## src/rtl/mem_arb2.sv

```systemverilog
// Two-client round-robin arbiter sharing one write port and one read port of a
// registered-output register-file memory, with a 2-stage read-return pipeline.
module mem_arb2 #(
  parameter int ADDR_W = 3,
  parameter int DATA_W = 16
) (
  input  logic              clk,
  input  logic              rst_n,
  input  logic              req0,
  input  logic              req1,
  input  logic              we0,
  input  logic              we1,
  input  logic [ADDR_W-1:0] addr0,
  input  logic [ADDR_W-1:0] addr1,
  input  logic [DATA_W-1:0] wdata0,
  input  logic [DATA_W-1:0] wdata1,
  output logic              ack0,
  output logic              ack1,
  output logic              rvalid0,
  output logic              rvalid1,
  output logic [DATA_W-1:0] rdata,
  output logic              mem_wr_en,
  output logic [ADDR_W-1:0] mem_wr_addr,
  output logic [DATA_W-1:0] mem_data,
  output logic [ADDR_W-1:0] mem_rd_addr,
  input  logic [DATA_W-1:0] mem_rdata
);

  logic              ack0_q, ack0_d;
  logic              ack1_q, ack1_d;
  logic              wr_en_q, wr_en_d;
  logic [ADDR_W-1:0] wr_addr_q, wr_addr_d;
  logic [DATA_W-1:0] wdata_q, wdata_d;
  logic [ADDR_W-1:0] rd_addr_q, rd_addr_d;
  logic              last_q, last_d;
  logic              p1_valid_q, p1_valid_d;
  logic              p1_owner_q, p1_owner_d;
  logic              rvalid0_q, rvalid0_d;
  logic              rvalid1_q, rvalid1_d;

  logic              elig0, elig1, gnt0, gnt1, win_we;
  logic [ADDR_W-1:0] win_addr;
  logic [DATA_W-1:0] win_wdata;

  // A client in its ack cycle is not eligible, so a held req is never granted twice.
  always_comb begin
    elig0     = req0 & ~ack0_q;
    elig1     = req1 & ~ack1_q;
    gnt0      = elig0 & (~elig1 | last_q);
    gnt1      = elig1 & ~gnt0;
    win_we    = gnt0 ? we0    : we1;
    win_addr  = gnt0 ? addr0  : addr1;
    win_wdata = gnt0 ? wdata0 : wdata1;

    ack0_d     = gnt0;
    ack1_d     = gnt1;
    wr_en_d    = 1'b0;
    wr_addr_d  = wr_addr_q;
    wdata_d    = wdata_q;
    rd_addr_d  = rd_addr_q;
    last_d     = last_q;
    p1_valid_d = 1'b0;
    p1_owner_d = p1_owner_q;
    rvalid0_d  = p1_valid_q & ~p1_owner_q;
    rvalid1_d  = p1_valid_q & p1_owner_q;

    if (gnt0 | gnt1) begin
      last_d = gnt1;
      if (win_we) begin
        wr_en_d   = 1'b1;
        wr_addr_d = win_addr;
        wdata_d   = win_wdata;
      end else begin
        rd_addr_d  = win_addr;
        p1_valid_d = 1'b1;
        p1_owner_d = gnt1;
      end
    end
  end

  always_ff @(posedge clk or negedge rst_n) begin
    if (!rst_n) begin
      ack0_q     <= 1'b0;
      ack1_q     <= 1'b0;
      wr_en_q    <= 1'b0;
      wr_addr_q  <= '0;
      wdata_q    <= '0;
      rd_addr_q  <= '0;
      last_q     <= 1'b1;
      p1_valid_q <= 1'b0;
      p1_owner_q <= 1'b0;
      rvalid0_q  <= 1'b0;
      rvalid1_q  <= 1'b0;
    end else begin
      ack0_q     <= ack0_d;
      ack1_q     <= ack1_d;
      wr_en_q    <= wr_en_d;
      wr_addr_q  <= wr_addr_d;
      wdata_q    <= wdata_d;
      rd_addr_q  <= rd_addr_d;
      last_q     <= last_d;
      p1_valid_q <= p1_valid_d;
      p1_owner_q <= p1_owner_d;
      rvalid0_q  <= rvalid0_d;
      rvalid1_q  <= rvalid1_d;
    end
  end

  assign ack0        = ack0_q;
  assign ack1        = ack1_q;
  assign rvalid0     = rvalid0_q;
  assign rvalid1     = rvalid1_q;
  assign rdata       = mem_rdata;
  assign mem_wr_en   = wr_en_q;
  assign mem_wr_addr = wr_addr_q;
  assign mem_data    = wdata_q;
  assign mem_rd_addr = rd_addr_q;

endmodule
```

## config.mk

```make
export PLATFORM = sky130hd
export DESIGN_NAME = mem_arb2
export DESIGN_NICKNAME = d
export VERILOG_FILES = /design/src/rtl/mem_arb2.sv
export SDC_FILE = /design/constraint.sdc
export NUM_CORES = 1
export LEC_CHECK = 0
export CORE_ASPECT_RATIO = 1.5
export CORE_MARGIN = 1
export CORE_UTILIZATION = 30
export CTS_CLUSTER_DIAMETER = 100
export DETAILED_ROUTE_END_ITERATION = 8
export MAX_ROUTING_LAYER = met4
export PLACE_DENSITY_LB_ADDON = 0.2
export SLEW_MARGIN = 30
export SYNTH_ARGS = -nofsm -noshare
export SYNTH_HDL_FRONTEND = slang
export SYNTH_SLANG_ARGS = --single-unit
```

## constraint.sdc

```tcl
create_clock -name clk -period 3.72 [get_ports clk]
set_input_delay 0.744 -clock clk [delete_from_list [all_inputs] [get_ports clk]]
set_output_delay 0.744 -clock clk [all_outputs]
set_load 0.02 [all_outputs]
```

Word level (Yosys, flattened, before mapping)
Index checks and enable logic that the tools add are counted.
{"block": "totals", "register_bits": 30, "inputBits": 60, "wordCells": 34}
{"block": "classes", "mux": 7, "bitwise": 14, "reduce_logical": 2}
{"cell": "two-way mux 16 bit", "count": 1}
{"cell": "AND 1 bit", "count": 6}
{"cell": "NOT 1 bit", "count": 6}
{"cell": "two-way mux 1 bit", "count": 5}
{"cell": "AND reduction 2 bit", "count": 2}
{"cell": "two-way mux 3 bit", "count": 1}
{"cell": "bitwise OR 1 bit", "count": 2}

Logic depth before layout (Yosys ltp)
Gate-level depths: netlist of run 1.
{"block": "depth", "ltp_word": 9, "mapped_depth": 5}

Worst setup path before layout of run 1
No wires, ideal clock.
{"block": "synth_path", "path_kind": "input port to flip-flop", "start": "input req0", "end": "register wdata_q[11], in the netlist mem_data[11]", "t_arrival_ps": 1608, "path_slack_ps": 1986, "path_stages": 5, "n_path_buf": 2, "path_cell_list": "and3b_1 > buf_2 > buf_6 > or3_1 > o311a_1"}
{"block": "synth_via", "elab_chain_len": 6, "word_cells_on_any_way": 8, "cone_classes": "mux: 2; bitwise: 5; reduce/logical: 1"}
{"item": "from (decl)", "line_no": "9", "source": "input logic req0,"}
{"item": "AND 1 bit (*)", "line_no": "47", "source": "elig0 = req0 & ~ack0_q;"}
{"item": "AND 1 bit (*)", "line_no": "49", "source": "gnt0 = elig0 & (~elig1 | last_q);"}
{"item": "NOT 1 bit", "line_no": "50", "source": "gnt1 = elig1 & ~gnt0;"}
{"item": "AND 1 bit", "line_no": "50"}
{"item": "bitwise OR 1 bit", "line_no": "67", "source": "if (gnt0 | gnt1) begin"}
{"item": "AND reduction 2 bit (no line)"}
{"item": "to (signal assigned)", "line_no": "99", "source": "wdata_q <= wdata_d;"}
{"item": "to (decl)", "line_no": "33", "source": "logic [DATA_W-1:0] wdata_q, wdata_d;"}
Mark *: on every way between the ends. The rest lies on a longest branch, timed or not.
A chain may end at the register's enable or synchronous reset.

Worst setup path after layout of run 1
{"block": "layout_path", "start": "input req1", "end": "register wdata_q[12], in the netlist mem_data[12]"}
{"block": "layout_via", "elab_chain_len": 8, "word_cells_on_any_way": 10, "cone_classes": "mux: 2; bitwise: 7; reduce/logical: 1"}
{"item": "from (decl)", "line_no": "10", "source": "input logic req1,"}
{"item": "AND 1 bit (*)", "line_no": "48", "source": "elig1 = req1 & ~ack1_q;"}
{"item": "NOT 1 bit", "line_no": "49"}
{"item": "bitwise OR 1 bit", "line_no": "49"}
{"item": "AND 1 bit", "line_no": "49"}
{"item": "NOT 1 bit", "line_no": "50"}
{"item": "AND 1 bit", "line_no": "50"}
{"item": "bitwise OR 1 bit", "line_no": "67"}
{"item": "AND reduction 2 bit (no line)"}
Marks and branches as above.

==> results.tsv, run 1 <==
metric	value	unit
die_w	61.3	um
diodes	0	
setup_viol	0	
final_common_cell	clkdlybuf4s50_1	
rsz0062_at_grt	no	
coreArea	0.00512	mm2
cts_resized	0	
cts.clk_slew.worst_paths	0.06	ns
root_buffer	clkbuf_8	
num_vias	1393	
power	1.32	mW
antenna_left	0	
port_buffers	70	
hold_path_class	reg -> reg	
run_status	finished, final reports clean	
synth_top_area_frac	0.458	
drv_slew	0	
totalWireLength	4450	um
crit_fanout	13	
cp.arrival	2.50	ns
max_freq	0.427	GHz
final_cell_mix	clkdlybuf4s50_1, or3_1, dfrtp_1	
whs	0.454	ns
routed_via_density	5.14	
ioPinCount	103	
grt_max_degree	31	
drcViolationCount	0	
overflow	0	
peakVddDrop	0.000292	V
first_global_vias	1500	
postCtsHoldBufs	0	
postSynthAreaPerCell	10.7	um2
antenna_found_initial	0	
layout.nets	262	
grt_pass1_wl	7000	um
dp_hpwl	3170	um
synth-seq-cells	30	
fill_cells	548	
clock-skew-final	0.00253	ns
layout-drive-gt1-share	0.108	
min_period	2.34	ns
dieArea	0.00558	mm2
areaGrowthSynthToFinish	47.4	%
row_count	32	
clockBufferDepth	2	
grt_use_total	0.174	
fin_crit_sh	0.630	
synth_cells	148	
drtIter0Drc	11	
post_cts.repair.setup_buffers	0	
synth_top_cell_by_area	dfrtp_1	
worstMarginPinSlew	0.847	ns
clock_latency	0.27	ns
syn_area	0.00158	mm2
finalHoldViolCount	0	
seq_area_frac_synth	0.475	
yosys-top-cells-area	dfrtp_1, or3_1, o311a_1	
critPathCaptureType	flip-flop	
cts_tree	built	
htreeDepth	2	
cts_sinks	30	
p_leak	0.919	nW
critPathKind	in -> reg	
finalWeightedCongestion	0.730	
setup_slack	1.38	ns
slew_headroom	0.435	
drt-wirelength-per-cell	16.4	um
die_h	91.0	um
maxCapViolations	0	
ys_warn_count	0	
yosysUniqueCellTypes	25	
first_pass_iters	4	
place_ws	1.09	ns
syn-num-nets	208	
cp.required	3.87	ns
start_kind	input pin	
cts_buffers	5	
fin_setup_tns	0	ns
power_density	564	mW/mm2
start_util	0.309	
==> where the power goes <==
group	leakage, nW	total [mW]	switching, mW	internal, mW
registers	0.342	0.486	0.0622	0.424
clock network	0.0575	0.306	0.119	0.187
logic	0.519	0.525	0.247	0.278
==> metal layers <==
layer  track usage  wire [um]
met1         0.201       1870
met2         0.298       2290
met3        0.0328        241
met4        0.0492         48
met5             -          0
==> worst max-delay path, cell delays in order <==
cell             delay [ns]
clkdlybuf4s50_1        0.51
nor3b_2                0.58
nor2_1                 0.14
buf_4                  0.21
o311a_1                0.31
==> logic make-up after synthesis <==
group | count (synthesis) | synth area share
AO/OA/AOI/OAI | 24 | 0.145
buffers and inverters | 33 | 0.131
flip-flops | 30 | 0.475
AND/OR/NAND/NOR | 61 | 0.248
==> cells in the mapped netlist <==
cell / count
or3_1: 38
dfrtp_1: 29
o311a_1: 19
buf_4: 16
buf_2: 7
nor3_1: 6
clkbuf_1: 4
inv_1: 4
a311oi_1: 3
nor2_1: 3
buf_6: 2
nand3b_1: 2
or2_4: 2
or3b_4: 2
a21oi_1: 1
and2_1: 1
and3b_1: 1
dfstp_2: 1
nand2_1: 1
nor2b_1: 1
nor3b_1: 1
nor3b_2: 1
o2bb2ai_1: 1
or2_2: 1
or2b_1: 1
==> worst paths after layout <==
check,from,end,slack [ns],cells after the start
setup reg to reg,ack1,mem_data[12],1.93,4
max in group asynchronous,rst_n,last_q,2.56,2
hold / removal,p1_owner_q,rvalid0,0.45,1
hold reg to reg,p1_owner_q,rvalid0,0.45,1
setup / recovery,req1,mem_data[12],1.38,5
min in group asynchronous,rst_n,mem_data[11],0.85,2
==> through the flow <==
step	instance area, um2	util	instances
floorplan	1580	-	148
global placement	2220	0.433	263
detailed placement	2220	0.434	263
finish	2330	0.455	271
global route	2330	0.455	271
CTS	2330	0.455	271
==> state kept, by name (all words and copies together), names as in the netlist <==
| register | flops |
|---|---|
| mem_data | 16 |
| mem_rd_addr | 3 |
| mem_wr_addr | 3 |
| ack0 | 1 |
| ack1 | 1 |
| last_q | 1 |
| mem_wr_en | 1 |
| p1_owner_q | 1 |
| p1_valid_q | 1 |
| rvalid0 | 1 |
| rvalid1 | 1 |
==> layout make-up <==
| class | count | area, um2 | area share |
|---|---|---|---|
| sequential | 30 | 752 | 0.322 |
| timing repair buffer | 76 | 746 | 0.320 |
| multi-input combinational | 85 | 626 | 0.268 |
| clock buffer | 8 | 110 | 0.0472 |
| tap | 68 | 85.1 | 0.0365 |
| inverter | 4 | 15.0 | 0.00643 |
(Power assumes the default switching activity.)
==> run 2: changes to the inputs <==
==> constraint.sdc (replaced) <==
create_clock -name clk -period 2.3 [get_ports clk]
set_input_delay 0.46 -clock clk [delete_from_list [all_inputs] [get_ports clk]]
set_output_delay 0.46 -clock clk [all_outputs]
set_load 0.02 [all_outputs]
==> run 2 against run 1 <==
- global-route usage is 0.51 points higher
- critical path type is now reg -> out
- critical endpoint is now ack0
- first-iteration DRC count grew to 3.4 times the previous value
- clock skew is 0.0012 ns lower
- sequential share of layout area is 0.12 points lower
- combinational power is 64% higher
- sequential power is 61% higher
- highest routed layer unchanged
- die area stayed put
==> results.tsv, run 2 (same netlist as run 1, synthesis figures left out) <==
metric	value	unit
run_status	finished, final reports clean	
drtIter0Drc	37	
first_pass_iters	4	
cts_sinks	30	
root_buffer	clkbuf_8	
multi_input_area	623	um2
fin_setup_tns	0	ns
cts_tree	built	
start_kind	flip-flop	
cts_buffers	5	
clock-skew-final	0.00136	ns
max_stage_delay	0.63	ns
rsz0062_at_grt	no	
postCtsHoldBufs	0	
finalHoldViolCount	0	
num_vias	1429	
die_h	91.0	um
cp.depth	1	
cp.arrival	1.32	ns
start_util	0.309	
path_delay_family	buffers and inverters	
clockBufferDepth	2	
die_w	61.3	um
placedCellCount	267	
power	2.09	mW
fin_crit_sh	0.774	
diodes	0	
p_leak	0.930	nW
first_global_vias	1522	
totalWireLength	4520	um
critPathKind	reg -> out	
cts.clk_slew.worst_paths	0.06	ns
ioPinCount	103	
cts_resized	0	
layout-drive-gt1-share	0.116	
critPathCaptureType	output port	
crit_fanout	5	
grt_use_total	0.179	
post_cts.repair.setup_buffers	0	
reg2reg_depth	4	
drt-wirelength-per-cell	16.4	um
final_cell_mix	clkdlybuf4s50_1, or3_1, dfrtp_1	
ff_latch_area	752	um2
overflow	0	
holdPathStages	2	
hold_path_class	reg -> reg	
htreeDepth	2	
slowest_stage	clkdlybuf4s50_1	
cp.required	1.84	ns
finalWeightedCongestion	0.790	
drv_slew	0	
port_buffers	70	
dieArea	0.00558	mm2
row_count	32	
layout.nets	266	
final_area	0.00234	mm2
maxCapViolations	0	
routed_via_density	5.20	
clock_latency	0.28	ns
drcViolationCount	0	
dp_hpwl	3310	um
antenna_left	0	
postPlaceCellArea	0.00225	mm2
power_density	892	mW/mm2
coreArea	0.00512	mm2
min_period	1.78	ns
grt_max_degree	31	
antenna_found_initial	0	
path_buf_inv	1	
slew_headroom	0.701	
final_cells	275	
areaGrowthSynthToFinish	48.0	%
setup_viol	0	
largest_reg_flops	16	
crit_chain	clkdlybuf4s50_1	
max_freq	0.562	GHz
grt_pass1_wl	7190	um
fill_cells	524	
whs	0.474	ns
worstMarginPinSlew	0.446	ns
final_common_cell	clkdlybuf4s50_1	
peakVddDrop	0.000405	V
==> run 2: worst min-delay path: cells and delay by family, from the launching register on <==
family	cells	cell delay, ns
buffers and inverters	1	0.04
DFF	1	0.38
AOI/OAI and AO/OA	1	0.05
==> run 2: final timing paths <==
check / slack [ns] / start / end
worst min register to register: 0.47 / last_q / last_q
worst max register to register: 0.73 / ack0 / mem_data[3]
worst max-delay path: 0.52 / ack0 / ack0
max in group asynchronous: 1.42 / rst_n / last_q
min in group asynchronous: 0.57 / rst_n / mem_data[13]
worst min-delay path: 0.47 / last_q / last_q
==> run 2: stage by stage <==
stage / setup WS [ns] / utilization
final: 0.520 / 0.457
after global routing: 0.418 / 0.457
after CTS: 0.515 / 0.457
after detailed placement: 0.230 / 0.439
after global placement: 0.286 / 0.439
after floorplan: 0.796 / -
==> run 2: layout make-up <==
class                           count  share of cell area
Clock buffer                        7              0.0369
Tap cell                           68              0.0363
Timing Repair Buffer               80               0.331
Inverter                            4             0.00641
Multi-Input combinational cell     85               0.266
Clock inverter                      1             0.00214
Sequential cell                    30               0.321
==> run 2: power by group <==
part | internal, mW | switching [mW] | leakage, nW
logic | 0.461 | 0.400 | 0.540
clock network | 0.241 | 0.202 | 0.0482
registers | 0.685 | 0.0986 | 0.342
total | 1.39 | 0.701 | 0.930
==> run 2: metal layers <==
layer,global-route usage,share of wire
met3,0.0399,0.056
met5,-,0
met1,0.203,0.41
met2,0.305,0.52
met4,0.0530,0.012
==> run 3: changes to the inputs <==
==> constraint.sdc (replaced) <==
create_clock -name clk -period 1.87 [get_ports clk]
set_input_delay 0.374 -clock clk [delete_from_list [all_inputs] [get_ports clk]]
set_output_delay 0.374 -clock clk [all_outputs]
set_load 0.02 [all_outputs]
==> run 3 against run 2 <==
- worst hold slack worse by 0.018 ns
- global-route usage increased by 0.49 points
- first-iteration DRC count decreased by 22%
- non-clock buffer count increased by 7
- flip-flop and latch count is the same
- final area increased by 1.6%
- largest cell class unchanged
- highest routed layer unchanged
==> results.tsv, run 3 (same netlist as run 1, synthesis figures left out) <==
metric	value	unit
ioPinCount	103	
cts.clk_slew.worst_paths	0.06	ns
whs	0.456	ns
post_cts.repair.setup_buffers	0	
finalWeightedCongestion	0.784	
path_buf_inv	1	
cp.depth	1	
die_w	61.3	um
critPathCaptureType	output port	
peakVddDrop	0.000551	V
finalHoldViolCount	0	
routed.top_layer	met4	
clock_latency	0.28	ns
crit_path_end	ack1	
crit_start	ack1	
final_cell_mix	clkdlybuf4s50_1, or3_1, dfrtp_1	
cts_tree	built	
swShare	0.332	
coreArea	0.00512	mm2
row_count	32	
overflow	0	
wl_met2	2400	um
grt_use_total	0.184	
p_leak	0.953	nW
cts_resized	0	
postCtsHoldBufs	0	
htreeDepth	2	
drv_slew	0	
routed_via_density	5.03	
totalWireLength	4420	um
grt_pass1_wl	7450	um
start_kind	flip-flop	
num_vias	1414	
wl_met1	1710	um
clock_power_share	0.190	
fin_crit_sh	0.905	
clock-skew-final	0.00241	ns
final_common_cell	clkdlybuf4s50_1	
first_pass_iters	4	
max_stage_delay	0.64	ns
antenna_found_initial	0	
layout-drive-gt1-share	0.136	
dieArea	0.00558	mm2
setup_slack	0.178	ns
wl_met3	249	um
r2r_start	ack0	
start_util	0.309	
first_global_vias	1642	
max_freq	0.591	GHz
root_buffer	clkbuf_8	
cts_sinks	30	
power_density	1060	mW/mm2
drt-wirelength-per-cell	15.7	um
crit_fanout	5	
slowest_stage	clkdlybuf4s50_1	
seqPwrFrac	0.382	
drtIter0Drc	29	
hold_path_class	reg -> reg	
port_buffers	70	
intPower	1.68	mW
combPwrFrac	0.428	
layout.nets	273	
antenna_left	0	
cp.arrival	1.32	ns
worstMarginPinSlew	0.444	ns
maxCapViolations	0	
die_h	91.0	um
rrSetupSlack	0.30	ns
critPathKind	reg -> out	
path_delay_family	buffers and inverters	
grt_max_degree	31	
rsz0062_at_grt	no	
largest_reg_flops	16	
worstReg2RegEnd	mem_data[4]	
min_period	1.69	ns
slew_headroom	0.703	
clockBufferDepth	2	
dp_hpwl	3420	um
power	2.52	mW
areaGrowthSynthToFinish	50.4	%
cp.required	1.50	ns
place_ws	-0.121	ns
drcViolationCount	0	
diodes	0	
cts_buffers	5	
crit_chain	clkdlybuf4s50_1	
setup_viol	0	
final_util	0.464	
p_sw	0.837	mW
reg2reg_depth	4	
run_status	finished, final reports clean	
[run 3: layout make-up]
cell class / count / area [um2]
Clock buffer: 7 / 76.3
Inverter: 4 / 15.0
Multi-Input combinational cell: 85 / 623
Fill cell: 549 / 2750
Sequential cell: 30 / 752
Timing Repair Buffer: 87 / 828
Tap cell: 68 / 85.1
[run 3: how the worst min path moves through the flow]
stage | end | from | slack [ns] | cells after the start
floorplan | ack0 | rst_n | 0.08 | 0
global placement | rvalid0 | p1_owner_q | 0.45 | 1
detailed placement | rvalid0 | p1_owner_q | 0.45 | 1
CTS | rvalid0 | p1_owner_q | 0.46 | 1
global route | rvalid0 | p1_owner_q | 0.50 | 1
finish | rvalid0 | p1_owner_q | 0.46 | 1
[run 3: through the flow]
stage | TNS, ns | instance area (um2) | instances
2_1_floorplan | 0 | 1580 | 148
3_3_place_gp | -0.766 | 2300 | 274
3_5_place_dp | -1.94 | 2300 | 274
4_1_cts | 0 | 2380 | 281
5_1_grt | 0 | 2380 | 281
6_report | 0 | 2380 | 281
[run 3: per-layer routing]
layer,global-route usage,vias up
li1,-,662
met1,0.198,688
met2,0.322,57
met3,0.0385,7
met4,0.0625,0
met5,-,-
[run 3: power groups by stage]
stage               clock, mW  combinational (mW)  sequential (mW)
global placement            0                1.07            0.970
global route            0.527                1.15            0.994
finish                  0.478                1.08            0.963
detailed placement          0                1.08            0.970
CTS                     0.493                1.09            0.966
floorplan                   0               0.368             1.16
